File: config.mk
export PLATFORM = sky130hd
export DESIGN_NAME = mem_bus_arbiter
export DESIGN_NICKNAME = d
export VERILOG_FILES = /design/src/rtl/mem_bus_arbiter.sv
export SDC_FILE = /design/constraint.sdc
export NUM_CORES = 1
export LEC_CHECK = 0
export CORE_UTILIZATION = 30
export DETAILED_ROUTE_END_ITERATION = 12
export HOLD_SLACK_MARGIN = 0.12
export PLACE_DENSITY = 0.56
export SLEW_MARGIN = 10
export SYNTH_ARGS = -nofsm -noshare
export SYNTH_HDL_FRONTEND = slang
export SYNTH_SLANG_ARGS = --single-unit
File: constraint.sdc
create_clock -name CLOCK -period 2.1 [get_ports CLOCK]
set_input_delay 0.315 -clock CLOCK [delete_from_list [all_inputs] [get_ports CLOCK]]
set_output_delay 0.315 -clock CLOCK [all_outputs]
set_load 0.01 [all_outputs]
File: src/rtl/mem_bus_arbiter.sv
// mem_bus_arbiter: shares one main-memory port between the icache (read refills) and the
// dcache (refills and write-backs). One transaction in flight, alternating grants on
// contention, with a watchdog that force-completes a transaction on a stuck memory.
module mem_bus_arbiter #(
  parameter int unsigned ADDR_W  = 6,
  parameter int unsigned DATA_W  = 32,
  parameter int unsigned TIMEOUT = 255
) (
  input  logic              CLOCK,
  input  logic              RESET,
  // icache side
  input  logic              i_read,
  input  logic [ADDR_W-1:0] i_address,
  output logic [DATA_W-1:0] i_readdata,
  output logic              i_busywait,
  // dcache side
  input  logic              d_read,
  input  logic              d_write,
  input  logic [ADDR_W-1:0] d_address,
  input  logic [DATA_W-1:0] d_writedata,
  output logic [DATA_W-1:0] d_readdata,
  output logic              d_busywait,
  // memory side
  output logic              mem_read,
  output logic              mem_write,
  output logic [ADDR_W-1:0] mem_address,
  output logic [DATA_W-1:0] mem_writedata,
  input  logic [DATA_W-1:0] mem_readdata,
  input  logic              mem_busywait,
  output logic              timeout_err
);

  typedef enum logic [1:0] {StIdle, StGrantD, StGrantI, StRelease} state_e;

  localparam logic [7:0] TimeoutCnt = 8'(TIMEOUT);

  state_e            state;
  logic              owner_d;  // 1: dcache owns the bus, 0: icache
  logic              last_d;   // owner of the most recently completed transaction
  logic [7:0]        cnt;
  logic              d_req, i_req, pick_d;
  logic              done_ok, done_tmo;
  logic [DATA_W-1:0] rd_data;

  // Request decode, arbitration choice and completion detection.
  always_comb begin
    d_req    = d_read | d_write;
    i_req    = i_read;
    // Contention goes to whoever did not complete last.
    pick_d   = d_req & (~i_req | ~last_d);
    // Memory finishing on the timeout edge still counts as a normal completion.
    done_ok  = (cnt != 8'd0) & ~mem_busywait;
    done_tmo = (cnt == TimeoutCnt) & ~done_ok;
    rd_data  = done_ok ? mem_readdata : '0;
  end

  // Stall each cache except during the release cycle of its own completed transaction.
  always_comb begin
    i_busywait = RESET & i_req & ~((state == StRelease) & ~owner_d);
    d_busywait = RESET & d_req & ~((state == StRelease) & owner_d);
  end

  // Arbiter FSM with registered memory strobes, return data and watchdog flag.
  always_ff @(posedge CLOCK or negedge RESET) begin
    if (!RESET) begin
      state         <= StIdle;
      owner_d       <= 1'b0;
      last_d        <= 1'b0;
      cnt           <= 8'd0;
      mem_read      <= 1'b0;
      mem_write     <= 1'b0;
      mem_address   <= '0;
      mem_writedata <= '0;
      i_readdata    <= '0;
      d_readdata    <= '0;
      timeout_err   <= 1'b0;
    end else begin
      unique case (state)
        StIdle: begin
          if (d_req | i_req) begin
            owner_d <= pick_d;
            cnt     <= 8'd0;
            if (pick_d) begin
              state         <= StGrantD;
              mem_address   <= d_address;
              mem_writedata <= d_writedata;
              mem_write     <= d_write;
              mem_read      <= d_read & ~d_write;  // write-back wins over refill
            end else begin
              state         <= StGrantI;
              mem_address   <= i_address;
              mem_writedata <= '0;
              mem_write     <= 1'b0;
              mem_read      <= 1'b1;
            end
          end
        end
        StGrantD, StGrantI: begin
          if (done_ok | done_tmo) begin
            if (mem_read) begin
              if (owner_d) d_readdata <= rd_data;
              else         i_readdata <= rd_data;
            end
            if (done_tmo) timeout_err <= 1'b1;
            mem_read    <= 1'b0;
            mem_write   <= 1'b0;
            mem_address <= '0;
            last_d      <= owner_d;
            state       <= StRelease;
          end else if (cnt != TimeoutCnt) begin
            cnt <= cnt + 8'd1;
          end
        end
        StRelease: state <= StIdle;
        default:   state <= StIdle;
      endcase
    end
  end

endmodule

After elaboration in Yosys (flattened, before gate mapping)
Cells that the tools add are included.

word-level totals
  register bits = 117
  input port bits = 82
  output and inout bits = 107

operators by class
  $add $sub $neg = 1
  equal/unequal tests = 9
  muxes and demuxes = 21
  bitwise logic cells = 22
  reductions and logical operators = 12

operators by type and width
  operator               number
  $mux W32               2
  $mux W8                3
  $mux W6                3
  $pmux W8 S2            1
  $pmux W6 S2            1
  $reduce_and A4 Y1      3
  $and A1 B1 Y1          10
  $add A8 B1 Y8 const B  1
  $eq A8 B8 Y1 const B   1
  $ne A2 B2 Y1 const B   4
  $ne A8 B8 Y1 const B   1
  $not A1 Y1             8
  $reduce_bool A8 Y1     1
  $mux W2                3
  $pmux W2 S3            1
  $reduce_and A2 Y1      3
  $reduce_and A3 Y1      2
  $mux W1                5
  $eq A2 B2 Y1 const B   2
  $or A1 B1 Y1           4
  $pmux W1 S2            2
  $eq A2 B1 Y1 const B   1
  $logic_not A2 Y1       1
  $reduce_bool A2 Y1     1
  $reduce_or A2 Y1       1

Depth between registers and ports, before layout
Gate-level depths: netlist of run 1.

  depth in word-level cells = 7
  mapped depth = 8
  mapped depth without buffers = 6

Least setup slack after synthesis of run 1
No wires, ideal clock.

  path kind = flip-flop to flip-flop
  from = register state[0]
  to = register cnt[6]
  library setup time = 0.066 ns
  data arrival time = 1.663 ns
  slack = 0.371 ns
  cell stages (with the launch flop) = 8
  path buffers = 1
  period minus slack after synthesis = 1.729 ns
  path through = dfrtp_1 inv_1 ha_1 nor2_1 or2_2 buf_2 o41ai_1 a22o_1

between the ends
  word-level cells in the longest chain between the ends = 4
  elaborated cells on any way between the ends = 10
  those cells by class = 5 x eq/ne; 1 x mux; 4 x reduce/logical

RTL lines
  item                                                                 line  RTL
  from (decl)                                                          37    state_e state;
  from (signal assigned)                                               66    state <= StIdle;
  from (signal assigned)                                               84    state <= StGrantD;
  from (signal assigned)                                               90    state <= StGrantI;
  $eq A2 B1 Y1 or $eq A2 B2 Y1 (tied branches)                         78    unique case (state)
  $reduce_or A2 Y1                                                     78
  $ne A2 B2 Y1 (no source line) or $reduce_bool A2 Y1 (tied branches)  n/a
  $reduce_and A4 Y1 (no source line)                                   n/a
  to (signal assigned)                                                 111   cnt <= cnt + 8'd1;
  to (decl)                                                            40    logic [7:0] cnt;

Several ways; a longest one is shown, not always the timed one.
A chain may end at the register's enable or synchronous reset.

Worst setup path after layout of run 1
  from = register cnt[0]
  to = register cnt[7]

between the ends
  word-level cells in the longest chain between the ends = 7
  elaborated cells on any way between the ends = 14
  those cells by class = 1 x add/sub; 4 x eq/ne; 3 x mux; 4 x bitwise; 2 x reduce/logical

RTL lines
  item
  branches (longest 7 deep; another with $add A8 B1 Y8)

Parallel ways; which one is timed is not known. The select of a mux whose other input is x is not followed.

==> results of run 1 <==
==> through the flow <==
step	instance area, µm²	hold slack (ps)	util [%]	cells
after CTS	7948	466.8	47.76	877
final	7973	476.2	47.91	880
after detailed placement	7353	472.7	44.18	844
after global routing	7973	473.7	47.91	880
after global placement	7353	468.9	44.18	844
after floorplan	5139	19.41	-	436
==> sequential cells by signal (all words and copies together) (netlist names), 2 cells and up <==
name           cells
i_readdata        32
d_readdata        32
cnt                8
mem_address        6
state              2
mem_writedata     32
==> routing by layer <==
| layer | GRT usage, % | part of all wire (%) | vias to the layer above |
|---|---|---|---|
| met2 | 26.09 | 46 | 147 |
| met3 | 5.939 | 7.9 | 20 |
| met4 | 6.386 | 1.7 | 0 |
| li1 | - | - | 1923 |
| met1 | 19.50 | 44 | 1921 |
| met5 | 0 | 0 | - |
==> path summary, 6_finish.rpt <==
check                            start           endpoint  slack [ps]  cells after the start
max                             cnt[0]             cnt[7]          90                      7
min                        timeout_err        timeout_err         480                      1
max reg2reg                     cnt[0]             cnt[7]          90                      7
min in group asynchronous        RESET  mem_writedata[21]         610                      3
max in group asynchronous        RESET      i_readdata[7]         930                      3
min reg2reg                timeout_err        timeout_err         480                      1
==> where the power goes <==
group | switching, mW | internal, mW
combinational | 2.64 | 3.02
sequential | 0.598 | 3.27
clock | 0.992 | 1.89
==> kinds of logic (layout without fill, tap and decap cells) <==
group	after synthesis	after routing	share of synthesized area, %
simple gates	72	72	6.696
compound gates	76	76	12.49
mux	71	71	13.85
buf+inv	95	319	8.765
fa+ha+maj	5	5	1.217
flops	117	117	56.98
==> cells in the mapped netlist (all sizes together) <==
master   number  area share, %
dfrtp       117             57
nor3          6           0.58
a31o          1           0.17
o31ai         2           0.29
nor2          9           0.66
mux2          1           0.22
nand2        42            3.1
o41a          1           0.22
o2bb2ai       8            1.5
a32o          1           0.19
a211oi        1           0.15
and3          1           0.12
a221o         2           0.39
a2bb2oi       1           0.17
ha            5            1.2
o21bai        1           0.15
a21oi         6           0.88
a31oi         1           0.12
or3           1           0.12
a221oi        1           0.17
clkbuf        8           0.61
a21o          3           0.44
inv          74            5.4
o41ai         1           0.17
a22o         33            5.6
o311ai        4           0.68
o311a         1           0.19
nand4         1           0.12
buf          13            2.8
or2           2           0.24
o21ai         6           0.58
nand3         7           0.68
mux2i        70             14
a222oi        1           0.19
and4          1           0.17
o2111a        1           0.22
nor4b         2           0.93
==> layout make-up <==
type	count	area share (%)
timing repair buffer	213	26.60
tap	220	3.453
multi-input combinational	224	22.39
sequential	117	36.72
clock inverter	9	1.601
inverter	74	3.484
clock buffer	23	5.744
==> repair_timing <==
action,CTS,global route
gates resized for setup,1,1
endpoints found under the setup margin,1,23
hold buffers,1,0
hold endpoints to repair,56,0
setup buffers,0,3
==> results.md, run 1 <==
* Die width at between 100 and 150 µm
* Starting Density at between 30 and 40%
* Pre-CTS setup slack at approximately 40 ps
* Largest net degree at the start of global routing at 62
* # diodes at 0
* Final setup fails at 0
* Chip height at between 100 and 150 µm
* Most frequent cells in the layout: 185 x clkdlybuf4s50_1, 117 x dfrtp_1, 74 x inv_1
* Syn. warnings at 0
* Crit path required time at around 2400 ps
* Fin crit share at 95.57%
* Drc violations at 0
* Peak per-stage delay on the critical path at about 400 ps
* Root buffer cell: clkbuf_16
* Max-cap viol count at 0
* Final WL at between 10000 and 15000 µm
* Remaining antenna violation count at 0
* # nets final at 734
* Vias in the first global route at between 4k and 5k
* Cell area power density at about 1600 nW/µm²
* CTS tree: done
* Rel. slew slack at between 40% and 50%
* VDD IR-drop max at 611.2 µV
* Drt pass-1 iters at 4
* H-tree level count at 4
* Max Fclk at ~500 MHz
* FP Rows at 47
* Layout Area Growth over Synthesis at 55.15%
* Worst-Margin Slew at 789.0 ps
* Syn_area_per_cell at 11.79 µm²
* Worst Path Max Fanout at 9
* Overall power at ~12 mW
* Per-cell routed wire length at 15.35 µm
* Clock skew at roughly 8 ps
* Sequential area share after synthesis at a little under three fifths
* Pleak at between 3 and 4 nW
* Cell area after synthesis at ~5100 µm²
* Delay-heaviest family, CP: compound AO/OA/AOI/OAI gates
* Initial drt markers at 130
* GRT overflow at 0
* Final worst slack at just over 90 ps
* Seq cells post-synth at 117
* Number of I/O pins at 189
* Post-DP HPWL at 9495 µm
* Antenna violations before repair at 0
* Setup TNS at 0 ps
* Arrival @ worst endpoint at between 2000 and 2500 ps
* Commonest non-fill, non-tap cell in the layout: clkdlybuf4s50_1
* Layout cell share with drive strength beyond 1 at under 10%
* First-pass GRT wire length at approximately 22000 µm
* Slowest CP cell: dfrtp_1
* Fin. Hold Viols at 0
* Synthesized instance count at 436
* Clk sinks at between 100 and 150
* Via/cell ratio at 4.558
* DR vias at between 4k and 5k
* Core box area at 16640 µm²
* Critical path buffer and inverter count at 2
* Tot GR Track Use at ~16%
* Final-report max-slew violation count at 0
* IO Port Bufs at between 150 and 200
* Clock-pin slew on the worst setup and hold paths at ~50 ps
* Reg area at around 2900 µm²
* Outcome: complete, no violations
* CTS max path bufs at 2
* Worst hold path type: register to register
* RSZ-0062 raised after global routing: no
* CTS buffer count at 17
* Setup CP Type: register to register
* Cells along the critical path: inv_1 > ha_1 > nor4b_4 > a21oi_4 > buf_4 > o311a_1 > a221o_1
* Fillers at about 1.5k
* Die Area at around 18000 µm²
* Min Tclk post-route at between 2000 and 2500 ps
* Netlist cell types at 45
* Startpoint Class: register
* Mapped Nets at 523
* Worst Setup End Kind: register
* RD Place Congestion at slightly below 0.8
* Multi-input gate area at 1785 µm²
* Worst-skew pair later-pin latency at a little over 400 ps
Note: power is estimated with default switching activity, not from simulation.
==> run 2: changes to the inputs <==
- PLACE_DENSITY: 0.56 -> 0.58
- clock period: 2.1 -> 1.61 ns (I/O delays scaled with it)
==> results.md, run 2 (synthesis gave the netlist of run 1 again) <==
* Number of I/O pins at 189 (unchanged)
* Remaining antenna violation count at 0 (unchanged)
* Non-Filler Instances at 929 (+5.6%)
* Worst hold path type: primary input to register
* Failing checks: setup timing
* Fin. Hold Viols at 0 (unchanged)
* Outcome: finished with violations
* Post-layout utilization of the core at 52.99% (+5.1 points)
* RSZ-0062 raised after global routing: yes
* Vias in the first global route at 4382 (-0.046%)
* FP Rows at 47 (unchanged)
* Root buffer cell: clkbuf_16
* Register-to-register setup slack at -240 ps (-330 ps)
* VDD IR-drop max at 1050 µV (+72%)
* Fin crit share at 114.6% (+19 points)
* Crit path required time at 1880 ps (-510 ps)
* GRT overflow at 0 (unchanged)
* First-pass GRT wire length at 22290 µm (+0.56%)
* Cell area power density at 2049 nW/µm² (+32%)
* Layout Area Growth over Synthesis at 71.61%
* R2R depth at 8 (+1)
* Die Area at 17660 µm² (unchanged)
* Setup TNS at -14090 ps (-14090 ps)
* Per-cell routed wire length at 16.02 µm (+4.3%)
* Layout cell share with drive strength beyond 1 at 22.57% (+13 points)
* Cells after DPL at 863 (+2.3%)
* Post-DP HPWL at 9501 µm (about the same)
* H-tree level count at 4 (unchanged)
* Worst Hold Depth at 3 (+2)
* Worst-skew pair later-pin latency at 410 ps (about the same)
* Drt pass-1 iters at 5 (+1)
* DR vias at 4286 (+6.9%)
* Via/cell ratio at 4.614 (+1.2%)
* IO Port Bufs at 188 (unchanged)
* Tot GR Track Use at 16.31% (+0.15 points)
* Startpoint Class: register
* Largest net degree at the start of global routing at 64 (+3.2%)
* CTS tree: done
* Die width at 132.9 µm (unchanged)
* Most frequent cells in the layout: 149 x clkdlybuf4s50_1, 116 x dfrtp_1, 69 x inv_1
* Core box area at 16640 µm² (unchanged)
* # diodes at 0 (unchanged)
* # nets final at 783 (+6.7%)
* CTS buffer count at 17 (unchanged)
* Setup CP Type: register to register
* Commonest non-fill, non-tap cell in the layout: clkdlybuf4s50_1
* Final-report max-slew violation count at 0 (unchanged)
* Top Registers: d_readdata: 32 flops, i_readdata: 32 flops, mem_writedata: 32 flops
* Min Tclk post-route at 1845 ps (-161.8 ps)
* Chip height at 132.9 µm (unchanged)
* Rel. slew slack at 45.89% (-1.5 points)
* Final worst slack at -235.2 ps (-328.2 ps)
* CTS max path bufs at 2 (unchanged)
* Pleak at 4.194 nW (+23%)
* Worst Setup End Kind: register
* Max Fclk at 541.9 MHz (+8.8%)
* Initial drt markers at 169 (+30%)
* Starting Density at 30.88% (unchanged)
* Cell area after layout at 8818 µm² (+11%)
* Clock-pin slew on the worst setup and hold paths at 60 ps (about the same)
* Clk sinks at 117 (unchanged)
* Final setup fails at 85 (+85)
* Arrival @ worst endpoint at 2110 ps (-180 ps)
* Max-cap viol count at 0 (unchanged)
* RD Place Congestion at 0.8301 (+7.1%)
* Worst-Margin Slew at 811.7 ps (+22.71 ps)
* Final WL at 14880 µm (+10%)
* Drc violations at 0 (unchanged)
* Clock skew at 9.692 ps (+1.899 ps)
* DP Area at 7564 µm² (+2.9%)
* Antenna violations before repair at 0 (unchanged)
* Worst Path Max Fanout at 5 (-4)
==> run 2: changes by cell type in the layout (fill, tap and decap cells not counted), moves of 7 or more <==
| cell | change |
|---|---|
| clkdlybuf4s50_1 | -36 |
| dlymetal6s2s_1 | +32 |
| buf_4 | +31 |
| buf_6 | +7 |
| o2bb2ai_1 | -7 |
| o2bb2ai_2 | +7 |
==> run 2: what timing repair did <==
| action | CTS | global route |
|---|---|---|
| endpoints found under the hold margin | 117 | 0 |
| gates resized for setup | 29 | 70 |
| gates cloned | 1 | 6 |
| buffers inserted | 17 | 11 |
| setup endpoints to repair | 88 | 128 |
| pin swaps | 12 | 21 |
| hold buffers | 1 | 0 |
==> run 2: worst max-delay path, stage by stage (launching register included) <==
cell	delay, ps
dfrtp_1	410
inv_2	100
ha_4	130
nor4b_4	260
a21oi_4	130
buf_6	140
buf_4	130
o311ai_4	260
o311ai_2	140
==> run 2: layout make-up <==
type / instances / area [µm²]
clock inverter: 15 / 168.9
inverter: 74 / 280.3
timing repair buffer: 261 / 2720
clock buffer: 17 / 425.4
tap: 220 / 275.3
sequential: 117 / 2929
fill: 1437 / 7824
multi-input combinational: 225 / 2019
==> run 2: through the flow <==
step / hold WS (ps) / worst slack, ps / power, mW
after floorplan: -54.09 / -72.46 / 8.673
after detailed placement: 452.2 / -284.2 / 12.90
after CTS: 391.6 / -225.6 / 17.33
after global routing: 394.2 / -331.6 / 19.14
final: 409.3 / -235.2 / 18.07
after global placement: 443.6 / -265.6 / 12.74
==> run 2: routing by layer <==
layer	global-route usage (%)	up-vias	share of wire, %
li1	-	2028	-
met1	19.54	2051	42
met2	25.92	185	48
met3	6.743	22	8.1
met4	6.513	0	1.8
met5	0	-	0
==> run 2: path summary, 6_finish.rpt <==
path / from / end
max: cnt[0] / cnt[3]
min: mem_readdata[29] / i_readdata[29]
max reg2reg: cnt[0] / cnt[3]
min reg2reg: timeout_err / timeout_err
max in group asynchronous: RESET / cnt[5]
min in group asynchronous: RESET / mem_writedata[23]
==> run 2: report_power, final <==
group	internal [mW]	leakage (nW)	switching (mW)
registers	4.26	1.50	0.757
clock network	2.31	0.283	1.49
logic	5.07	2.42	4.18
total	11.6	4.19	6.43
==> run 3: changes to the inputs <==
- SLEW_MARGIN: 10 -> not set
- TNS_END_PERCENT: not set -> 5
==> results.md, run 3 (synthesis gave the netlist of run 1 again) <==
* Outcome: finished with violations
* Failing checks: setup timing
* Final worst slack at -244.0 ps (-8.771 ps)
* Clk sinks at 117 (unchanged)
* # nets final at 762 (-2.7%)
* Worst-skew pair later-pin latency at 420 ps (about the same)
* Slowest CP cell: dfrtp_1
* Combinational power share at 47.3% (-3.9 points)
* Starting Density at 30.88% (unchanged)
* Root buffer cell: clkbuf_16
* IO Port Bufs at 188 (unchanged)
* Final WL at 13730 µm (-7.7%)
* Die Area at 17660 µm² (unchanged)
* CTS tree: done
* Critical path buffer and inverter count at 2 (-1)
* Top Registers: d_readdata: 32 flops, i_readdata: 32 flops, mem_writedata: 32 flops
* Clock power share at 23.2% (+2.1 points)
* Most frequent cells in the layout: 154 x clkdlybuf4s50_1, 117 x dfrtp_1, 72 x inv_1
* Worst Setup End Kind: register
* Register-to-register setup slack at -240 ps (about the same)
* Cells along the critical path: inv_1 > ha_1 > nor4b_4 > a21oi_4 > o2111a_2 > buf_12 > mux2i_1
* Post-DP HPWL at 9474 µm (-0.29%)
* Overall power at 17.00 mW (-5.9%)
* Flop pwr share at 29.5% (+1.8 points)
* Clock-pin slew on the worst setup and hold paths at 50 ps (about the same)
* Worst-Margin Slew at 624.6 ps (-187.1 ps)
* Antenna violations before repair at 0 (unchanged)
* Setup CP Type: register to register
* P_int at 11.11 mW (-4.6%)
* Max Fclk at 539.4 MHz (-0.47%)
* Die width at 132.9 µm (unchanged)
* Clock skew at 10.54 ps (+0.8507 ps)
* Worst hold path type: primary input to register
* Initial drt markers at 154 (-8.9%)
* VDD IR-drop max at 894.2 µV (-15%)
* Largest net degree at the start of global routing at 118 (+84%)
* Per-cell routed wire length at 15.12 µm (-5.6%)
* RSZ-0062 raised after global routing: yes
* DR vias at 4177 (-2.5%)
* Commonest non-fill, non-tap cell in the layout: clkdlybuf4s50_1
* Sw Ratio at 34.65% (-0.92 points)
* Drc violations at 0 (unchanged)
* CTS max path bufs at 2 (unchanged)
* RD Place Congestion at 0.8051 (-3.0%)
* Peak per-stage delay on the critical path at 380 ps (-30 ps)
* Final setup fails at 81 (-4.7%)
* Startpoint Class: register
* Cell area power density at 2030 nW/µm² (-0.94%)
* Post-layout utilization of the core at 50.33% (-2.7 points)
* Worst Path Max Fanout at 19 (+14)
* Fillers at 1469 (+2.2%)
* Layout cell share with drive strength beyond 1 at 16.13% (-6.4 points)
* Rel. slew slack at 58.36% (+12 points)
* Number of I/O pins at 189 (unchanged)
* Fin crit share at 115.2% (+0.54 points)
* Core box area at 16640 µm² (unchanged)
* Drt pass-1 iters at 4 (-1)
* Final-report max-slew violation count at 0 (unchanged)
* Chip height at 132.9 µm (unchanged)
* Layout Area Growth over Synthesis at 62.99%
* Fin. Hold Viols at 0 (unchanged)
* Arrival @ worst endpoint at 2180 ps (+70 ps)
* FP Rows at 47 (unchanged)
* Pleak at 3.930 nW (-6.3%)
* CTS buffer count at 17 (unchanged)
* Crit path required time at 1940 ps (+60 ps)
* # diodes at 0 (unchanged)
* Min Tclk post-route at 1854 ps (+8.771 ps)
* GRT overflow at 0 (unchanged)
* H-tree level count at 4 (unchanged)
* Vias in the first global route at 4467 (+1.9%)
* P_sw at 5.891 mW (-8.3%)
* Via/cell ratio at 4.600 (-0.29%)
* Delay-heaviest family, CP: compound AO/OA/AOI/OAI gates
* Remaining antenna violation count at 0 (unchanged)
* Max-cap viol count at 0 (unchanged)
* Tot GR Track Use at 16.45% (+0.14 points)
* First-pass GRT wire length at 22670 µm (+1.7%)
==> run 3: changes by cell type in the layout (fill, tap and decap cells not counted), moves of 5 or more <==
cell,change
buf_4,-8
buf_6,-5
clkbuf_16,-5
clkdlybuf4s50_1,+5
dlymetal6s2s_1,-7
o2bb2ai_1,+7
o2bb2ai_2,-7
==> run 3: worst min-delay path, delay by kind of cell <==
family	cells	cell delay (ps)
mux	1	70
buf+inv	1	390
simple gates	1	70
==> run 3: stage by stage <==
stage / hold slack, ps / area (µm²) / setup WS (ps) / instances / setup TNS, ps
CTS: 384.3 / 8297 / -243.4 / 908 / -13460
detailed placement: 425.7 / 7631 / -303.7 / 872 / -22710
floorplan: -54.09 / 5171 / -72.68 / 436 / -2856
global placement: 406.6 / 7631 / -215.3 / 872 / -16560
global route: 401.3 / 8376 / -352.5 / 908 / -24400
finish: 404.7 / 8376 / -244.0 / 908 / -14890
==> run 3: repair_timing <==
| item | in CTS | in global routing |
|---|---|---|
| gates cloned | 0 | 0 |
| setup endpoints to repair | 90 | 109 |
| gates resized for setup | 22 | 30 |
| setup buffers | 3 | 0 |
| endpoints found under the hold margin | 117 | 0 |
| hold buffers | 1 | 0 |
| pin swaps | 5 | 4 |
==> run 3: power groups by stage <==
stage	sequential (mW)	clock (mW)	combinational, mW
6_report	5.01	3.94	8.05
5_1_grt	5.19	4.21	8.73
4_1_cts	5.04	4.05	8.13
3_5_place_dp	5.03	0	8.04
3_3_place_gp	5.03	0	7.90
2_1_floorplan	5.54	0	3.14
==> run 3: final cells by class <==
| type | instances | area [µm²] | share of cell area, % |
|---|---|---|---|
| Timing Repair Buffer | 241 | 2424 | 28.94 |
| Clock inverter | 15 | 193.9 | 2.316 |
| Multi-Input combinational cell | 224 | 1852 | 22.11 |
| Tap cell | 220 | 275.3 | 3.287 |
| Sequential cell | 117 | 2928 | 34.96 |
| Clock buffer | 17 | 425.4 | 5.079 |
| Inverter | 74 | 277.8 | 3.316 |
==> run 3: path summary, 6_finish.rpt <==
kind	start	endpoint	cells past startpoint
min in group asynchronous	RESET	mem_writedata[29]	3
worst min-delay path	mem_readdata[21]	d_readdata[21]	3
worst max register to register	cnt[0]	i_readdata[17]	7
max in group asynchronous	RESET	i_readdata[6]	3
worst max-delay path	cnt[0]	i_readdata[17]	7
worst min register to register	timeout_err	timeout_err	1
==> run 3: layer usage <==
metal	up-vias	share of wire [%]	global-route usage (%)
met5	-	0	0
met4	0	1.8	7.471
met3	19	8.1	5.709
met2	168	45	24.78
met1	2010	45	21.20
li1	1980	-	-
